--- src/rtl/match_group_fsm.sv ---
// Game-flow controller for the memory game: menus, shuffle handshake and turn handling
// for groups of GROUP equal cards, with dwell timers and saturating move/mismatch scores.
//
// state      | meaning
// MAIN       | main menu, waiting for start
// DEBOUNCE   | short dwell after start click
// OPTIONS    | difficulty selection screen
// COMPUTE    | shuffle running, counters initialised
// UPDATE     | one-cycle redraw, routes to END / SETTLE / REVEAL
// SETTLE     | short dwell before accepting clicks
// WAIT_CLICK | waiting for a card click
// DISCOVER   | uncover the clicked card, store the pick
// REVEAL     | long dwell with the picked cards visible
// RESOLVE    | deactivate or cover every picked card
// END        | end screen
module match_group_fsm #(
    parameter int ADDR_W     = 5,
    parameter int COLOR_W    = 12,
    parameter int NUM_W      = 5,
    parameter int GROUP      = 2,
    parameter int WAIT_SHORT = 13_000_000,
    parameter int WAIT_LONG  = 26_000_000,
    parameter int SCORE_W    = 10
) (
    input  logic               clk,
    input  logic               rst,
    input  logic [NUM_W-1:0]   num_of_cards,
    input  logic               start_butt_pressed,
    input  logic               difficulty_butts_pressed,
    input  logic               back_butt_pressed,
    input  logic               compute_done,
    input  logic               card_pressed,
    input  logic [ADDR_W-1:0]  card_clicked_address,
    input  logic [COLOR_W-1:0] card_clicked_color,
    output logic               start_butt_en,
    output logic               options_screen_en,
    output logic               start_game_en,
    output logic               update_cards_en,
    output logic               wait_for_click_en,
    output logic               write_card_en,
    output logic               end_screen_en,
    output logic [1:0]         write_card_state,
    output logic [ADDR_W-1:0]  write_card_address,
    output logic [SCORE_W-1:0] moves,
    output logic [SCORE_W-1:0] mismatches
);

    localparam int MAX_G    = 4;
    localparam int WAIT_MAX = (WAIT_LONG > WAIT_SHORT) ? WAIT_LONG : WAIT_SHORT;
    localparam int WAIT_W   = $clog2(WAIT_MAX + 1);

    typedef enum logic [3:0] {
        S_MAIN       = 4'd0,
        S_DEBOUNCE   = 4'd1,
        S_OPTIONS    = 4'd2,
        S_COMPUTE    = 4'd3,
        S_UPDATE     = 4'd4,
        S_SETTLE     = 4'd5,
        S_WAIT_CLICK = 4'd6,
        S_DISCOVER   = 4'd7,
        S_REVEAL     = 4'd8,
        S_RESOLVE    = 4'd9,
        S_END        = 4'd10
    } state_t;

    state_t             state;
    logic [WAIT_W-1:0]  wait_cnt;
    logic [NUM_W-1:0]   cards_left;
    logic [2:0]         pick_cnt;
    logic [1:0]         res_idx;
    logic               mismatch_flag;
    logic [ADDR_W-1:0]  click_addr;
    logic [COLOR_W-1:0] click_color;
    logic [ADDR_W-1:0]  pick_addr  [MAX_G];
    logic [COLOR_W-1:0] pick_color [MAX_G];
    logic               dup_click;

    // A click on a card already picked this turn must not count as a new pick.
    always_comb begin
        dup_click = 1'b0;
        for (int i = 0; i < MAX_G; i++) begin
            if ((3'(i) < pick_cnt) && (pick_addr[i] == card_clicked_address)) begin
                dup_click = 1'b1;
            end
        end
    end

    always_ff @(posedge clk or posedge rst) begin
        if (rst) begin
            state              <= S_MAIN;
            wait_cnt           <= '0;
            cards_left         <= '0;
            pick_cnt           <= '0;
            res_idx            <= '0;
            mismatch_flag      <= 1'b0;
            click_addr         <= '0;
            click_color        <= '0;
            for (int i = 0; i < MAX_G; i++) begin
                pick_addr[i]  <= '0;
                pick_color[i] <= '0;
            end
            start_butt_en      <= 1'b0;
            options_screen_en  <= 1'b0;
            start_game_en      <= 1'b0;
            update_cards_en    <= 1'b0;
            wait_for_click_en  <= 1'b0;
            write_card_en      <= 1'b0;
            end_screen_en      <= 1'b0;
            write_card_state   <= 2'b00;
            write_card_address <= '0;
            moves              <= '0;
            mismatches         <= '0;
        end else begin
            start_butt_en     <= (state == S_MAIN);
            options_screen_en <= (state == S_OPTIONS);
            start_game_en     <= (state == S_COMPUTE);
            update_cards_en   <= (state == S_UPDATE);
            wait_for_click_en <= (state == S_WAIT_CLICK);
            end_screen_en     <= (state == S_END);
            write_card_en     <= 1'b0;

            case (state)
                S_MAIN: begin
                    if (start_butt_pressed) begin
                        state    <= S_DEBOUNCE;
                        wait_cnt <= '0;
                    end
                end
                S_DEBOUNCE: begin
                    if (wait_cnt == WAIT_W'(WAIT_SHORT - 1)) state <= S_OPTIONS;
                    else wait_cnt <= wait_cnt + 1'b1;
                end
                S_OPTIONS: begin
                    if (difficulty_butts_pressed) state <= S_COMPUTE;
                    else if (back_butt_pressed) state <= S_MAIN;
                end
                S_COMPUTE: begin
                    cards_left    <= num_of_cards;
                    moves         <= '0;
                    mismatches    <= '0;
                    pick_cnt      <= '0;
                    mismatch_flag <= 1'b0;
                    if (compute_done) state <= S_UPDATE;
                end
                S_UPDATE: begin
                    wait_cnt <= '0;
                    res_idx  <= '0;
                    // A finished turn must be shown before the end-of-deck test applies.
                    if (mismatch_flag || (pick_cnt == 3'(GROUP))) state <= S_REVEAL;
                    else if (cards_left < NUM_W'(GROUP)) state <= S_END;
                    else state <= S_SETTLE;
                end
                S_SETTLE: begin
                    if (wait_cnt == WAIT_W'(WAIT_SHORT - 1)) state <= S_WAIT_CLICK;
                    else wait_cnt <= wait_cnt + 1'b1;
                end
                S_WAIT_CLICK: begin
                    if (card_pressed && !dup_click) begin
                        click_addr  <= card_clicked_address;
                        click_color <= card_clicked_color;
                        state       <= S_DISCOVER;
                    end
                end
                S_DISCOVER: begin
                    write_card_en                <= 1'b1;
                    write_card_state             <= 2'b11;
                    write_card_address           <= click_addr;
                    pick_addr[pick_cnt[1:0]]     <= click_addr;
                    pick_color[pick_cnt[1:0]]    <= click_color;
                    pick_cnt                     <= pick_cnt + 3'd1;
                    if ((pick_cnt != 3'd0) && (click_color != pick_color[0])) mismatch_flag <= 1'b1;
                    state                        <= S_UPDATE;
                end
                S_REVEAL: begin
                    if (wait_cnt == WAIT_W'(WAIT_LONG - 1)) begin
                        state   <= S_RESOLVE;
                        res_idx <= '0;
                    end else begin
                        wait_cnt <= wait_cnt + 1'b1;
                    end
                end
                S_RESOLVE: begin
                    write_card_en      <= 1'b1;
                    write_card_address <= pick_addr[res_idx];
                    write_card_state   <= mismatch_flag ? 2'b01 : 2'b10;
                    if (3'(res_idx) == (pick_cnt - 3'd1)) begin
                        if (moves != '1) moves <= moves + 1'b1;
                        if (mismatch_flag) begin
                            if (mismatches != '1) mismatches <= mismatches + 1'b1;
                        end else if (cards_left >= NUM_W'(GROUP)) begin
                            cards_left <= cards_left - NUM_W'(GROUP);
                        end
                        pick_cnt      <= '0;
                        mismatch_flag <= 1'b0;
                        for (int i = 0; i < MAX_G; i++) begin
                            pick_addr[i]  <= '0;
                            pick_color[i] <= '0;
                        end
                        state <= S_UPDATE;
                    end else begin
                        res_idx <= res_idx + 1'b1;
                    end
                end
                S_END: begin
                    if (back_butt_pressed) state <= S_MAIN;
                end
                default: state <= S_MAIN;
            endcase
        end
    end

endmodule

--- config.mk ---
export PLATFORM = sky130hd
export DESIGN_NAME = match_group_fsm
export DESIGN_NICKNAME = d
export VERILOG_FILES = /design/src/rtl/match_group_fsm.sv
export SDC_FILE = /design/constraint.sdc
export NUM_CORES = 1
export LEC_CHECK = 0
export CAP_MARGIN = 20
export CORE_MARGIN = 2
export CORE_UTILIZATION = 35
export DETAILED_ROUTE_END_ITERATION = 12
export GPL_ROUTABILITY_DRIVEN = 0
export GPL_TIMING_DRIVEN = 0
export SETUP_SLACK_MARGIN = 0.05
export SYNTH_ARGS = -nofsm -noshare
export SYNTH_HDL_FRONTEND = slang
export SYNTH_SLANG_ARGS = --single-unit
--- constraint.sdc ---
create_clock -name clk -period 4.55 [get_ports clk]
set_input_delay 0.6825 -clock clk [delete_from_list [all_inputs] [get_ports clk]]
set_output_delay 0.6825 -clock clk [all_outputs]
set_load 0.02 [all_outputs]
==> results of run 1 <==
[worst reg2reg max path, cell delays in order (launching register included)]
cell and delay (ns):
dfrtp_1 0.36, buf_2 0.22, inv_1 0.13, nor4_1 0.70
nor4b_4 0.71, buf_4 0.31, mux2_2 0.35
[registers in the layout, indices dropped and copies added (netlist names), 4 cells and up]
signal and count:
cards_left 5, click_addr 5, click_color 12, mismatches 10, moves 10, pick_addr 20, pick_color 12, state 4
wait_cnt 25, write_card_address 5
[through the flow]
step / power (W) / cell area, um^2 / std cells
floorplan: 0.00275 / 6550 / 635
global placement: 0.00315 / 7410 / 926
detailed placement: 0.00322 / 7440 / 927
CTS: 0.00453 / 8010 / 959
global route: 0.00478 / 8020 / 960
finish: 0.00449 / 8020 / 960
[per-layer routing]
metal / vias to the layer above / track usage
met5: - / 0
met4: 0 / 0.0784
met3: 31 / 0.0374
met2: 164 / 0.279
met1: 2725 / 0.238
li1: 2530 / -
[synthesized netlist by cell type (all sizes together), types with 8 or more instances]
library cell	count
mux2i	9
o21ai	24
or4	21
nand4	14
xor2	18
nor3	13
nor4	15
a22o	32
buf	14
clkbuf	28
mux2	20
nand2b	9
nand2	53
inv	13
and3	8
ha	9
a21oi	32
nand3	23
xnor2	25
or3	11
o31ai	17
dfrtp	123
nor2	27
[final cells by class]
class | count | area share
timing repair buffer | 59 | 0.0761
sequential | 123 | 0.384
clock buffer | 19 | 0.0552
buffer | 42 | 0.0242
clock inverter | 13 | 0.0150
multi-input combinational | 457 | 0.402
tap | 234 | 0.0365
inverter | 13 | 0.00671
[worst max path at each step]
stage / start / endpoint / slack, ns / depth (start not counted)
4_1_cts: state[1] / click_color[4] / 1.68 / 6
6_report: state[1] / click_color[6] / 1.67 / 6
3_5_place_dp: start_butt_pressed / wait_cnt[18] / 1.31 / 7
5_1_grt: pick_cnt[0] / pick_addr[18] / 1.45 / 10
3_3_place_gp: rst / mismatches[8] / -1.14 / 2
2_1_floorplan: rst / cards_left[0] / 0.60 / 1
[kinds of logic after synthesis]
kind of cell             count (synthesis)
AO/OA/AOI/OAI                          143
XOR/XNOR                                43
adder cells (fa/ha/maj)                  9
buffers and inverters                   55
flip-flops                             123
multiplexers                            34
AND/OR/NAND/NOR                        228
[power groups by stage]
stage | Combinational (W) | Sequential [W] | Clock [W]
floorplan | 0.00110 | 0.00166 | 0
global placement | 0.00150 | 0.00165 | 0
detailed placement | 0.00155 | 0.00167 | 0
CTS | 0.00156 | 0.00166 | 0.00131
global route | 0.00172 | 0.00170 | 0.00136
finish | 0.00156 | 0.00166 | 0.00128
==> results.json, run 1 <==
{
  "track_usage": 0.177,
  "setup_viol": 0,
  "drc": 0,
  "multi_input_area_um2": 3230,
  "drv_slew": 0,
  "clockBufferDepth": 2,
  "rows": 50,
  "grt_overflow": 0,
  "num_antenna_cells": 0,
  "sw_frac_of_total": 0.363,
  "cp.required_ns": 4.85,
  "power_frac_clock": 0.285,
  "synth_cells": 635,
  "p_leak_nw": 3.26,
  "viasPerCell": 5.68,
  "synth-async-reset-ratio": 1.00,
  "fin_crit_ns": 2.88,
  "first_pass_iters": 5,
  "yosysWarnings": 0,
  "crit_family": "simple AND/OR/NAND/NOR gates",
  "cts_tree": "done",
  "fin_hold_ws_ns": 0.500,
  "layout_commonest_cell": "dfrtp_1",
  "wirelength_um": 16600,
  "die-area_um2": 19800,
  "path_cells": "buf_2, inv_1, nor4_1, nor4b_4, buf_4, mux2_2",
  "initial_core_util": 0.354,
  "cpPeakStageDelay_ns": 0.71,
  "pre_cts_slack_ns": 1.31,
  "detail_route.wl_per_cell_um": 17.3,
  "synth_top_family_by_area": "simple AND/OR/NAND/NOR gates",
  "nNetsFinal": 751,
  "syn-num-nets": 673,
  "clkSinkCount": 123,
  "cts-buffers-inserted": 17,
  "finalSetupTns_ns": 0,
  "synth_edf_count": 0,
  "wl_met1_um": 7270,
  "core_um2": 18500,
  "netSwitchingPower_w": 0.00163,
  "status": "finished clean",
  "path_clk_slew_ns": 0.06,
  "crit_fanout": 10,
  "cp-start-kind": "flip-flop",
  "dr.max_layer_used": "met4",
  "ctsResizeCount": 0,
  "seq_power_share": 0.369,
  "worst_slack_ns": 1.67,
  "critical_path_arrival_ns": 3.18,
  "yosys.area_share.adder": 0.0172,
  "grt_pass1_wl_um": 28200,
  "synthMuxAreaShare": 0.0654,
  "ys_seq_area_frac": 0.470,
  "grt_max_degree": 76,
  "dieWidth_um": 141,
  "rr_endpoint": "click_color[6]",
  "io_buffers": 57,
  "syn2layout_area_growth_pct": 22.5,
  "clkLatencyLatePin_ns": 0.42,
  "drtAntennaViolNets": 0,
  "dp_hpwl_um": 11700,
  "r2r_start": "state[1]",
  "ys_ff_latch": 123,
  "antenna_found_initial": 0,
  "syn_avg_cell_area_um2": 10.3,
  "io_pins": 63,
  "crit_type": "reg2reg",
  "drive_gt1_frac": 0.105,
  "worst_pin_slew_ns": 0.930,
  "synth_ff_type": "dfrtp_1",
  "cts-htree-levels": 4,
  "seqCellArea_um2": 3080,
  "whs_endpoint": "cards_left[0]",
  "synth_area_leaders": "dfrtp_1 (47%), a22o_1 (4.3%), mux2_2 (3.4%), xnor2_1 (3.2%), nand2_1 (3.0%)",
  "cp-end-kind": "flip-flop",
  "synthSimpleGateAreaFrac": 0.199,
  "post-cts-setup-buffers": 0,
  "fmax_mhz": 347,
  "most-common-layout-cells": "dfrtp_1 (123), clkdlybuf4s50_1 (57), nand2_1 (53)",
  "slew_headroom": 0.374,
  "die_h_um": 141,
  "hold_viol": 0,
  "syn_area_um2": 6550,
  "hold_class": "reg2reg",
  "cts_hold_buffers": 0,
  "fin_util": 0.433,
  "pwr-share-comb": 0.346,
  "fill_cells": 1769,
  "skew_ns": 0.0116,
  "fin_crit_sh": 0.633,
  "dr_wl_met3_um": 912,
  "min_from": "cards_left[0]",
  "cts-root-buf": "clkbuf_16",
  "wl_met2_um": 8100,
  "grt_pass1_vias": 5545,
  "drt_iter0_drc": 594,
  "cp_slowest_cell": "nor4b_4",
  "synth_area_leader_cell": "dfrtp_1",
  "cp.buffers_inverters": 3,
  "whs_path_depth": 2,
  "synth.distinct_cells": 69,
  "power_density_nw_per_um2": 560,
  "drv_cap": 0,
  "p_int_w": 0.00286,
  "synth_compound_area_frac": 0.153,
  "reg2reg_depth": 6,
  "yosys.area.top_type_share": 0.470,
  "r2r_slack_ns": 1.67,
  "peakVddDrop_mv": 0.267,
  "rsz0062_at_grt": "no",
  "synth-xor-area-share": 0.0587,
  "num_vias": 5450
}
Note: power is estimated with default switching activity, not from simulation.
==> inputs of run 2 (changes only) <==
- clock period: 4.55 -> 2.8 ns (I/O delays scaled with it)
==> results.json, run 2 (synthesis gave the netlist of run 1 again) <==
{
  "largest_register": "wait_cnt",
  "seqCellArea_um2": 3080,
  "grt_overflow": 0,
  "io_buffers": 57,
  "path_cells": "buf_2, inv_1, nor4_1, nor4b_4, buf_4, mux2_2",
  "grt_pass1_vias": 5374,
  "p_int_w": 0.00464,
  "drive_gt1_frac": 0.126,
  "p_leak_nw": 3.30,
  "rr_endpoint": "click_color[6]",
  "cp-start-kind": "flip-flop",
  "clkSinkCount": 123,
  "syn2layout_area_growth_pct": 23.9,
  "reg2reg_depth": 6,
  "num_vias": 5443,
  "pwr-share-comb": 0.360,
  "skew_ns": 0.00761,
  "io_pins": 63,
  "netSwitchingPower_w": 0.00276,
  "drc": 0,
  "crit_family": "simple AND/OR/NAND/NOR gates",
  "path_clk_slew_ns": 0.06,
  "slew_headroom": 0.306,
  "cp.required_ns": 3.11,
  "viasPerCell": 5.65,
  "fill_cells": 1781,
  "hold_viol": 0,
  "cts-root-buf": "clkbuf_16",
  "nNetsFinal": 754,
  "detail_route.wl_per_cell_um": 17.9,
  "cp-end-kind": "flip-flop",
  "status": "finished clean",
  "drtAntennaViolNets": 0,
  "dr.max_layer_used": "met4",
  "setup_viol": 0,
  "reg_top3": "wait_cnt: 25 flops, pick_addr: 20 flops",
  "cp.buffers_inverters": 3,
  "drt_iter0_drc": 431,
  "dieWidth_um": 141,
  "fin_util": 0.438,
  "fin_crit_sh": 0.944,
  "drv_slew": 0,
  "drv_cap": 0,
  "crit_type": "reg2reg",
  "die_h_um": 141,
  "r2r_start": "state[1]",
  "worst_pin_slew_ns": 1.02,
  "grt_pass1_wl_um": 27900,
  "antenna_found_initial": 0,
  "dp_hpwl_um": 12000,
  "cts-htree-levels": 4,
  "core_um2": 18500,
  "power_density_nw_per_um2": 912,
  "dr_wl_met3_um": 754,
  "dpl.cell_count": 929,
  "fin_crit_ns": 2.64,
  "clkLatencyLatePin_ns": 0.42,
  "wl_met1_um": 7870,
  "initial_core_util": 0.354,
  "critical_path_arrival_ns": 2.95,
  "wl_met2_um": 8320,
  "cp.depth": 6,
  "seq_power_share": 0.364,
  "first_pass_iters": 5,
  "die-area_um2": 19800,
  "power_frac_clock": 0.276,
  "cp_slowest_cell": "nor4_1",
  "clockBufferDepth": 2,
  "peakVddDrop_mv": 0.531,
  "layout_commonest_cell": "dfrtp_1",
  "finalNonFillerCells": 963,
  "hold_class": "in2async",
  "sw_frac_of_total": 0.373,
  "most-common-layout-cells": "dfrtp_1 (123), clkdlybuf4s50_1 (57), nand2_1 (53)",
  "wirelength_um": 17200,
  "grt_max_degree": 42,
  "multi_input_area_um2": 3280,
  "crit_fanout": 10,
  "fmax_mhz": 378,
  "cpPeakStageDelay_ns": 0.84,
  "rsz0062_at_grt": "no",
  "rows": 50,
  "cts-buffers-inserted": 17,
  "num_antenna_cells": 0,
  "cts_tree": "done",
  "largest_reg_flops": 25,
  "track_usage": 0.178,
  "r2r_slack_ns": 0.16
}
==> run 2: cell types whose count changed in the layout (fill, tap and decap cells not counted), sizes merged <==
cell / previous run / this run
clkinvlp: 6 / 2
bufinv: 1 / 0
inv: 15 / 16
clkinv: 4 / 9
clkbuf: 47 / 45
dlymetal6s2s: 1 / 0
buf: 15 / 20
==> run 2: power by group through the flow <==
stage	Clock, W	Sequential [W]	Combinational, W
2_1_floorplan	0	0.00269	0.00178
3_3_place_gp	0	0.00268	0.00244
3_5_place_dp	0	0.00272	0.00253
4_1_cts	0.00208	0.00270	0.00256
5_1_grt	0.00217	0.00275	0.00293
6_report	0.00204	0.00270	0.00266
==> run 2: worst max-delay path by stage <==
stage                                 to  slack, ns         from
after detailed placement  click_color[6]      -0.16     state[1]
after global placement     mismatches[8]      -0.31          rst
after global routing      click_color[5]       0.08     state[1]
final                     click_color[6]       0.16     state[1]
after CTS                  pick_addr[17]       0.07  pick_cnt[0]
after floorplan                 moves[3]       0.33  pick_cnt[0]
==> run 2: final cells by class <==
type,instances,area share
multi-input cells,457,0.404
clock inverters,14,0.0143
plain buffers,42,0.0259
clock buffers,18,0.0541
inverters,13,0.00648
well taps,234,0.0361
flip-flops and latches,123,0.380
repair buffers,62,0.0796
==> run 2: timing repair <==
| action | in CTS | in global routing |
|---|---|---|
| hold buffers | 0 | 0 |
| setup endpoints to repair | 20 | 44 |
| gates cloned | 0 | 0 |
| resized for setup | 2 | 18 |
| buffers inserted | 1 | 1 |
==> run 2: routing by layer <==
metal / global-route usage / up-vias
met4: 0.0700 / 0
met2: 0.277 / 131
li1: - / 2551
met1: 0.243 / 2740
met3: 0.0391 / 21
met5: 0 / -
==> run 2: per-stage QoR <==
stage	worst slack, ns	cell area (um^2)	power, W	hold slack [ns]	TNS, ns
3_3_place_gp	-0.309	7410	0.00513	0.476	-38.30
2_1_floorplan	0.328	6550	0.00447	0.438	0
3_5_place_dp	-0.162	7470	0.00526	0.487	-2.80
5_1_grt	0.0769	8110	0.00785	0.350	0
4_1_cts	0.0737	8040	0.00734	0.325	0
6_report	0.156	8110	0.00740	0.327	0
==> inputs of run 3 (changes only) <==
- MAX_ROUTING_LAYER: default -> met4
==> results.json, run 3 (synthesis gave the netlist of run 1 again) <==
{
  "io_pins": 63,
  "hold_class": "in2async",
  "detail_route.wl_per_cell_um": 17.8,
  "first_pass_iters": 4,
  "startpoint": "state[1]",
  "cts-htree-levels": 4,
  "initial_core_util": 0.354,
  "drt_iter0_drc": 435,
  "viasPerCell": 5.66,
  "cts_tree": "done",
  "die_h_um": 141,
  "crit_fanout": 10,
  "clkLatencyLatePin_ns": 0.42,
  "largest_reg_flops": 25,
  "core_um2": 18500,
  "dieWidth_um": 141,
  "worst_pin_slew_ns": 1.06,
  "slew_headroom": 0.287,
  "nNetsFinal": 754,
  "rsz0062_at_grt": "no",
  "die-area_um2": 19800,
  "multi_input_area_um2": 3280,
  "cts-root-buf": "clkbuf_16",
  "grt_overflow": 0,
  "fin_crit_ns": 2.69,
  "clkSinkCount": 123,
  "fin_crit_sh": 0.959,
  "cp-end-kind": "flip-flop",
  "most-common-layout-cells": "dfrtp_1 (123), clkdlybuf4s50_1 (57), nand2_1 (53)",
  "drv_cap": 0,
  "finalSetupTns_ns": 0,
  "cts-buffers-inserted": 17,
  "peakVddDrop_mv": 0.532,
  "track_usage": 0.183,
  "cp-start-kind": "flip-flop",
  "cp.required_ns": 3.11,
  "largest_register": "wait_cnt",
  "drive_gt1_frac": 0.126,
  "drc": 0,
  "reg_top3": "wait_cnt: 25 flops, pick_addr: 20 flops",
  "drv_slew": 0,
  "power_density_nw_per_um2": 912,
  "r2r_start": "state[1]",
  "grt_pass1_wl_um": 27900,
  "grt_pass1_vias": 5382,
  "layout_commonest_cell": "dfrtp_1",
  "cts_hold_buffers": 0,
  "path_clk_slew_ns": 0.06,
  "antenna_found_initial": 0,
  "syn2layout_area_growth_pct": 23.8,
  "fmax_mhz": 372,
  "seqCellArea_um2": 3080,
  "skew_ns": 0.00895,
  "wirelength_um": 17200,
  "clockBufferDepth": 2,
  "dp_hpwl_um": 12000,
  "fill_cells": 1783,
  "fin_hold_ws_ns": 0.327,
  "grt_max_degree": 42,
  "p_leak_nw": 3.30,
  "setup_viol": 0,
  "num_vias": 5448,
  "io_buffers": 57,
  "status": "finished clean",
  "hold_viol": 0,
  "critical_path_arrival_ns": 2.99,
  "crit_type": "reg2reg",
  "drtAntennaViolNets": 0,
  "num_antenna_cells": 0,
  "rows": 50
}
-- run 3: path summary, 6_finish.rpt --
path                                          to  slack, ns  cells after the start
min in group clk                   click_addr[0]       0.48                      2
hold / removal                    pick_color[41]       0.33                      2
max in group asynchronous          mismatches[1]       1.66                      4
setup reg to reg                  click_color[6]       0.11                      6
hold reg to reg            write_card_address[2]       0.50                      2
setup / recovery                  click_color[6]       0.11                      6
-- run 3: cell type report --
| type | count | area share |
|---|---|---|
| multi-input cells | 457 | 0.404 |
| flip-flops and latches | 123 | 0.380 |
| repair buffers | 62 | 0.0796 |
| inverters | 13 | 0.00648 |
| well taps | 234 | 0.0361 |
| plain buffers | 42 | 0.0255 |
| clock buffers | 18 | 0.0542 |
| clock inverters | 14 | 0.0144 |
-- run 3: routing by layer --
metal / GRT usage / part of all wire / wire length [um]
met5: - / 0 / 0
met4: 0.0700 / 0.015 / 265
met3: 0.0391 / 0.036 / 623
met2: 0.276 / 0.49 / 8340
met1: 0.243 / 0.46 / 7940
-- run 3: critical path, stage by stage (launching register included) --
cell and delay (ns):
dfrtp_1 0.37, buf_2 0.21, inv_1 0.13, nor4_1 0.88, nor4b_4 0.39, buf_4 0.24, mux2_2 0.35
-- run 3: metrics by stage --
step	worst slack (ns)	util	cells	total power (W)	cell area, um^2
final	0.114	0.438	963	0.00739	8110
after global routing	0.0768	0.438	963	0.00785	8110
after CTS	0.0737	0.434	962	0.00734	8040
after global placement	-0.309	0.400	926	0.00513	7410
after detailed placement	-0.162	0.404	929	0.00526	7470
after floorplan	0.328	-	635	0.00447	6550
-- run 3: repair_timing --
action	4_1_cts	5_1_grt
endpoints found under the setup margin	20	44
resized for setup	2	17
setup buffers	1	1
-- run 3: where the power goes --
group | switching [W] | internal (W)
Combinational | 0.00146 | 0.00120
Clock | 0.000871 | 0.00117
Sequential | 0.000430 | 0.00227
